File: src/rtl/batch_sequencer_pkg.sv
// Shared widths and helpers for the batch filter front end and core.
// N mirrors the control-word width the filter coefficients were built for.
package batch_sequencer_pkg;
    localparam int N = 8;

    typedef logic [1:0] cycle_t;

    function automatic int calc_d(input int depth, input int dsr);
        return depth / dsr;
    endfunction

    function automatic int calc_cw(input int depth, input int dsr);
        return $clog2(depth / dsr);
    endfunction
endpackage

File: src/rtl/batch_sequencer_ds_shifter.sv
// Shift register of the last DSR control words plus the sub-sample counter.
// done_o is combinational: high on the en clock that completes a group.
module batch_sequencer_ds_shifter
    import batch_sequencer_pkg::*;
#(
    parameter int DSR = 1
) (
    input  logic             clk,
    input  logic             rst,
    input  logic [N-1:0]     in_i,
    input  logic             en_i,
    output logic [N*DSR-1:0] shift_o,
    output logic             done_o
);
    logic [N*DSR-1:0] shift_q;

    generate
        if (DSR == 1) begin : g_nosub
            assign done_o = en_i;
            always_ff @(posedge clk) begin
                if (rst) begin
                    shift_q <= '0;
                end else if (en_i) begin
                    shift_q <= in_i;
                end
            end
        end else begin : g_sub
            localparam int SW = $clog2(DSR);
            localparam logic [SW-1:0] SUB_MAX = SW'(DSR - 1);
            logic [SW-1:0] sub_q;

            assign done_o = en_i && (sub_q == SUB_MAX);
            always_ff @(posedge clk) begin
                if (rst) begin
                    shift_q <= '0;
                    sub_q   <= '0;
                end else if (en_i) begin
                    // newest word enters at the bottom, oldest falls off the top
                    shift_q <= {shift_q[N*DSR-N-1:0], in_i};
                    sub_q   <= (sub_q == SUB_MAX) ? '0 : sub_q + 1'b1;
                end
            end
        end
    endgenerate

    assign shift_o = shift_q;
endmodule

File: src/rtl/batch_sequencer.sv
// Packs DSR control words per vector and drives batch index / memory-section
// rotation for the batch filter core; flags when three full batches are stored.
module batch_sequencer
    import batch_sequencer_pkg::*;
#(
    parameter  int depth = 32,
    parameter  int DSR   = 1,
    localparam int D     = calc_d(depth, DSR),
    localparam int CW    = calc_cw(depth, DSR)
) (
    input  logic             clk,
    input  logic             rst,
    input  logic [N-1:0]     in,
    input  logic             en,
    output logic [N*DSR-1:0] inShift,
    output logic             sampleValid,
    output logic [CW-1:0]    dBatCount,
    output logic [CW-1:0]    dBatCountRev,
    output cycle_t           cycle,
    output cycle_t           cycleLH,
    output cycle_t           cycleCalc,
    output cycle_t           cycleIdle,
    output logic             cyclePulse,
    output logic             primed
);
    localparam logic [CW-1:0] CNT_MAX = CW'(D - 1);

    logic          done;
    logic          sample_valid_q, pulse_q, wrap;
    logic [CW-1:0] bat_cnt_q, bat_cnt_d, bat_rev_q;
    cycle_t        cyc_q, cyc_d, cyc_lh_q, cyc_calc_q, cyc_idle_q;
    logic [1:0]    nbat_q, nbat_d;
    logic          started_q, started_d, primed_q, primed_d;

    batch_sequencer_ds_shifter #(.DSR(DSR)) u_shift (
        .clk    (clk),
        .rst    (rst),
        .in_i   (in),
        .en_i   (en),
        .shift_o(inShift),
        .done_o (done)
    );

    // The wrap out of the reset value D-1 is not a finished batch, so nBat
    // only starts counting once a first group has been seen.
    always_comb begin
        bat_cnt_d = bat_cnt_q;
        cyc_d     = cyc_q;
        nbat_d    = nbat_q;
        started_d = started_q;
        wrap      = 1'b0;
        if (done) begin
            started_d = 1'b1;
            if (bat_cnt_q == CNT_MAX) begin
                wrap      = 1'b1;
                bat_cnt_d = '0;
                cyc_d     = cyc_q + 2'd1;
                if (started_q && nbat_q != 2'd3) nbat_d = nbat_q + 2'd1;
            end else begin
                bat_cnt_d = bat_cnt_q + 1'b1;
            end
        end
        primed_d = primed_q | (nbat_d == 2'd3);
    end

    always_ff @(posedge clk) begin
        if (rst) begin
            sample_valid_q <= 1'b0;
            pulse_q        <= 1'b0;
            bat_cnt_q      <= CNT_MAX;
            bat_rev_q      <= '0;
            cyc_q          <= 2'd3;
            cyc_lh_q       <= 2'd2;
            cyc_calc_q     <= 2'd1;
            cyc_idle_q     <= 2'd0;
            nbat_q         <= 2'd0;
            started_q      <= 1'b0;
            primed_q       <= 1'b0;
        end else begin
            sample_valid_q <= done;
            pulse_q        <= wrap;
            bat_cnt_q      <= bat_cnt_d;
            bat_rev_q      <= CNT_MAX - bat_cnt_d;
            cyc_q          <= cyc_d;
            cyc_lh_q       <= cyc_d - 2'd1;
            cyc_calc_q     <= cyc_d - 2'd2;
            cyc_idle_q     <= cyc_d - 2'd3;
            nbat_q         <= nbat_d;
            started_q      <= started_d;
            primed_q       <= primed_d;
        end
    end

    assign sampleValid  = sample_valid_q;
    assign cyclePulse   = pulse_q;
    assign dBatCount    = bat_cnt_q;
    assign dBatCountRev = bat_rev_q;
    assign cycle        = cyc_q;
    assign cycleLH      = cyc_lh_q;
    assign cycleCalc    = cyc_calc_q;
    assign cycleIdle    = cyc_idle_q;
    assign primed       = primed_q;
endmodule

File: config.mk
export PLATFORM = sky130hd
export DESIGN_NAME = batch_sequencer
export DESIGN_NICKNAME = d
export VERILOG_FILES = /design/src/rtl/batch_sequencer_pkg.sv /design/src/rtl/batch_sequencer_ds_shifter.sv /design/src/rtl/batch_sequencer.sv
export SDC_FILE = /design/constraint.sdc
export NUM_CORES = 1
export LEC_CHECK = 0
export BUFFER_PORTS_ARGS = -buffer_cell sky130_fd_sc_hd__buf_2
export CORE_MARGIN = 2
export CORE_UTILIZATION = 47
export CTS_BUF_LIST = sky130_fd_sc_hd__clkbuf_4 sky130_fd_sc_hd__clkbuf_8
export DETAILED_ROUTE_END_ITERATION = 12
export PLACE_DENSITY = 0.74
export SYNTH_ARGS = -nofsm -noshare
export SYNTH_HDL_FRONTEND = slang
export SYNTH_SLANG_ARGS = --single-unit
File: constraint.sdc
create_clock -name clk -period 2.29 [get_ports clk]
set_input_delay 0.3435 -clock clk [delete_from_list [all_inputs] [get_ports clk]]
set_output_delay 0.3435 -clock clk [all_outputs]
set_load 0.01 [all_outputs]
Word level (Yosys, flattened, before mapping)
Index checks and enable logic that the tools add are counted.

storage, ports and cells
  bits in registers = 32
  output and inout bits = 29
  word-level logic and storage cells = 34

operators by class
  add/subtract/negate cells = 7
  eq/ne operators = 3
  muxes and demuxes = 8
  bitwise gates (word level) = 2
  reductions and logical operators = 2

operators by type and width
  cell                                                                 count
  2-bit 2-to-1 mux                                                     5
  5-bit 2-to-1 mux                                                     2
  5-bit by 1-bit adder with 5-bit output (second input constant)       1
  5-bit equality test (second input constant)                          1
  5-bit subtractor (first input constant)                              1
  2-bit by 1-bit adder with 2-bit output (second input constant)       2
  2-bit subtractor (second input constant)                             2
  2-bit equality test (second input constant)                          1
  2-bit inequality test (second input constant)                        1
  2-bit OR reduction                                                   1
  2-bit by 1-bit subtractor with 2-bit output (second input constant)  1
  1-bit logical AND                                                    1
  1-bit 2-to-1 mux                                                     1
  1-bit NOT                                                            1
  1-bit bitwise OR                                                     1

Logic depth before layout (Yosys ltp)
  depth after elaboration = 7
  gate-level depth with buffers = 7

Hierarchy
A second synthesis with hierarchy kept.

second synthesis, totals
  cell total of the unflattened synthesis = 113
  area, all modules = 1164.9 µm²

modules (own cells, without submodules)
  module                      instances  cells each  area each (µm²)  seq. area each (µm²)
  batch_sequencer             1          86          872.1            440.4
  batch_sequencer_ds_shifter  1          27          292.8            160.2

Worst setup path before layout
Ideal clock, no wire load.

  kind = register to register
  start = reg bat_cnt_q[0] (netlist: dBatCount[0])
  end = reg cyc_idle_q[1] (netlist: cycleIdle[1])
  library setup time = 0.123 ns
  data arrival time = 1.714 ns
  slack = 0.453 ns
  stages on the path, launching flop included = 8
  cells stage by stage = dfxtp_1 -> ha_1 -> and3_1 -> ha_1 -> buf_4 -> nor2b_1 -> a2bb2oi_2 -> mux2_1

on the way
  word-level cells in the longest chain between the ends = 4

RTL lines
  what                      RTL line               text
  start: declaration        batch_sequencer.sv:30  logic [CW-1:0] bat_cnt_q, bat_cnt_d, bat_rev_q;
  start signal: assignment  batch_sequencer.sv:82  bat_cnt_q <= bat_cnt_d;
  5-bit equality test       batch_sequencer.sv:54  if (bat_cnt_q == CNT_MAX) begin
  2-bit 2-to-1 mux          batch_sequencer.sv:54
  2-bit 2-to-1 mux          batch_sequencer.sv:52  if (done) begin
  2-bit subtractor          batch_sequencer.sv:87  cyc_idle_q <= cyc_d - 2'd3;
  end signal: assignment    batch_sequencer.sv:87
  end: declaration          batch_sequencer.sv:31  cycle_t cyc_q, cyc_d, cyc_lh_q, cyc_calc_q, cyc_idle_q;

Every way passes these cells.
A chain may end at the register's enable or synchronous reset.

Worst setup path after layout
Same ends and word-level chain as after synthesis.

==> results.json <==
{
  "synth_cells": 112,
  "status": "finished, final reports clean",
  "grt_usage": 0.170,
  "ys_seq_area_frac": 0.520,
  "htreeDepth": 2,
  "max_slew_margin": 0.698,
  "synth_top_area_share": 0.520,
  "mostFrequentLayoutCells": "buf_2 (39), dfxtp_1 (30), nor2_1 (14), mux2i_1 (11), nor2b_1 (9)",
  "mostFrequentLayoutCell": "buf_2",
  "rsz0062_at_grt": "no",
  "synth-simple-area-share": 0.183,
  "grt-ovfl-total": 0,
  "vias": 869,
  "setup_tns_ns": 0,
  "pwr-share-seq": 0.519,
  "synth_fa_ha_area_frac": 0.0433,
  "synth_area_leaders": "dfxtp_1 (52%), mux2i_1 (9.5%), nor2b_1 (4.9%)",
  "yosys_warnings": 0,
  "place_ws_ns": 0.398,
  "fmax_mhz": 528,
  "cpMaxStageDelayCell": "dfxtp_1",
  "hp-class": "input pin to flop",
  "drive_above_1_share": 0.331,
  "p_leak_nw": 0.661,
  "internal_power_uw": 840,
  "clockRootBuffer": "clkbuf_4",
  "startpoint_type": "flop",
  "cts_tree": "done",
  "hold_buffers": 0,
  "crit_top_cell": "ha_1",
  "die_area_sq_mm": 0.00287,
  "cap_viol_max_count": 0,
  "crit_fanout": 10,
  "die_x_um": 53.6,
  "power_frac_clock": 0.284,
  "dp_cells": 171,
  "syn_area_sq_mm": 0.00115,
  "path_delay_family": "adder cells",
  "setup_violations": 0,
  "wl_per_cell_um": 11.3,
  "ir_drop_v": 0.000603,
  "grt_util_met1": 0.163,
  "slowest_delay_ns": 0.40,
  "p_sw_uw": 315,
  "drc": 0,
  "crit_type": "flop to flop",
  "cts_buffer_depth": 2,
  "num_antenna_cells": 0,
  "cts_resized": 0,
  "grt_max_degree": 28,
  "finClkSkew_ns": 0.00846,
  "antenna_found_initial": 0,
  "finalNonFillerCells": 179,
  "crit_required_ns": 2.50,
  "busiest_layer": "met2",
  "finalHoldViolCount": 0,
  "gp_congestion": 0.835,
  "syn_nets": 127,
  "grt_pass1_wl_um": 3300,
  "start_util": 0.507,
  "crit_buf_inv": 0,
  "io_buffers": 39,
  "drtIter0Drc": 6,
  "cts_made_buffers": 5,
  "viasPerCell": 4.85,
  "synth-xor-area-share": 0.0228,
  "switching_share": 0.273,
  "use_met2": 0.290,
  "ys_types": 29,
  "grt_pass1_vias": 790,
  "worstPathCellList": "ha_1 > and3_1 > ha_1 > o21ai_1 > a2bb2oi_2 > mux2_1",
  "met3_usage": 0.0861,
  "worstPathArrival_ns": 2.10,
  "fin_nets": 165,
  "synth_compound_area_frac": 0.0726,
  "syn2layout_area_growth_pct": 21.1,
  "drv_slew": 0,
  "end_kind": "flop",
  "cts_sinks": 30,
  "hpwlAfterDp_um": 1520,
  "fin_crit_sh": 0.827,
  "fp-row-count": 17,
  "clk_pin_slew_ns": 0.09,
  "post_cts_buffers": 0,
  "insertion_delay_ns": 0.32,
  "avgSynthCellArea_sq_um": 10.3,
  "worstMarginPinSlew_ns": 0.454,
  "ant_nets": 0,
  "period_minus_slack_ns": 1.89,
  "drt-total-wl_um": 2030,
  "yosys.area.top_type": "dfxtp_1",
  "io-pin-count": 40,
  "die_h_um": 53.6,
  "synth_mux_area_frac": 0.105,
  "first_pass_iters": 2,
  "synth-seq-cells": 30,
  "power_frac_comb": 0.197,
  "core-area_sq_mm": 0.00228,
  "synth_top_family_by_area": "simple AND/OR/NAND/NOR gates",
  "setup_slack_ns": 0.397,
  "powerDensity_mw_per_mm2": 826
}
-- sequential cells by signal (all words and copies together) (netlist names) --
signal / flops
primed: 1
cycleCalc: 1
cyclePulse: 1
dBatCount: 5
nbat_q: 2
u_shift.shift_o: 8
cycle: 2
cycleLH: 2
sampleValid: 1
started_q: 1
dBatCountRev: 5
cycleIdle: 1
-- routing by layer --
layer	wire length (um)	vias to the layer above
met5	0	-
met3	136	7
met4	38	0
met1	848	388
met2	1010	23
li1	-	451
-- final timing paths --
| check | depth (start not counted) | slack (ns) | from | endpoint |
|---|---|---|---|---|
| max | 6 | 0.40 | dBatCount[0] | cycleIdle[1] |
| min | 3 | 0.25 | in[6] | u_shift.shift_o[6] |
| max reg2reg | 6 | 0.40 | dBatCount[0] | cycleIdle[1] |
| min reg2reg | 2 | 0.49 | u_shift.shift_o[6] | u_shift.shift_o[6] |
-- cells in the mapped netlist --
| master | number |
|---|---|
| nor3b_1 | 1 |
| nor2b_1 | 9 |
| xor2_1 | 2 |
| or3_1 | 2 |
| a31oi_1 | 1 |
| nor2_1 | 14 |
| nand3_1 | 3 |
| buf_1 | 1 |
| and4b_4 | 1 |
| clkbuf_1 | 1 |
| a2bb2oi_2 | 1 |
| and3_1 | 1 |
| mux2_1 | 1 |
| inv_1 | 3 |
| mux2i_1 | 11 |
| dfxtp_1 | 30 |
| buf_4 | 5 |
| nand4b_1 | 1 |
| nor3_1 | 3 |
| o21ai_1 | 1 |
| a21oi_1 | 4 |
| ha_1 | 4 |
| nand2_1 | 3 |
| nand2b_1 | 2 |
| buf_2 | 1 |
| o21a_1 | 2 |
| o21ai_0 | 2 |
| a211oi_2 | 1 |
| xnor2_1 | 1 |
-- logic make-up (layout without fill, tap and decap cells) --
kind of cell / count (synthesis) / after routing
and+or+nand+nor: 40 / 40
DFF: 30 / 30
AOI/OAI and AO/OA: 12 / 12
muxes: 12 / 12
buffers and inverters: 11 / 50
adders and majority gates: 4 / 4
xor gates and xnor gates: 3 / 3
-- cell type report --
type / count / area (sq um)
Multi-Input combinational cell: 71 / 493
Tap cell: 28 / 35.0
Inverter: 3 / 11.3
Timing Repair Buffer: 39 / 195
Fill cell: 185 / 877
Clock buffer: 7 / 58.8
Sequential cell: 30 / 601
Clock inverter: 1 / 5.00
-- per-stage QoR --
step / total power, mW / hold WS, ns / instance area, sq um / util
after floorplan: 0.773 / 0.449 / 1150 / -
after global placement: 0.834 / 0.456 / 1340 / 0.587
after detailed placement: 0.843 / 0.478 / 1340 / 0.587
after CTS: 1.17 / 0.243 / 1400 / 0.615
after global routing: 1.23 / 0.250 / 1400 / 0.615
final: 1.16 / 0.251 / 1400 / 0.615
-- power by group through the flow --
stage,Clock (mW),Sequential (mW),Combinational (mW)
2_1_floorplan,0,0.636,0.137
3_3_place_gp,0,0.611,0.224
3_5_place_dp,0,0.612,0.231
4_1_cts,0.342,0.600,0.231
5_1_grt,0.367,0.607,0.256
6_report,0.328,0.600,0.227
-- tightest hold or removal path, stage by stage --
cell     delay (ns)
buf_2          0.07
mux2i_1        0.05
nor2_1         0.07
Power figures use the tool's default switching activity.
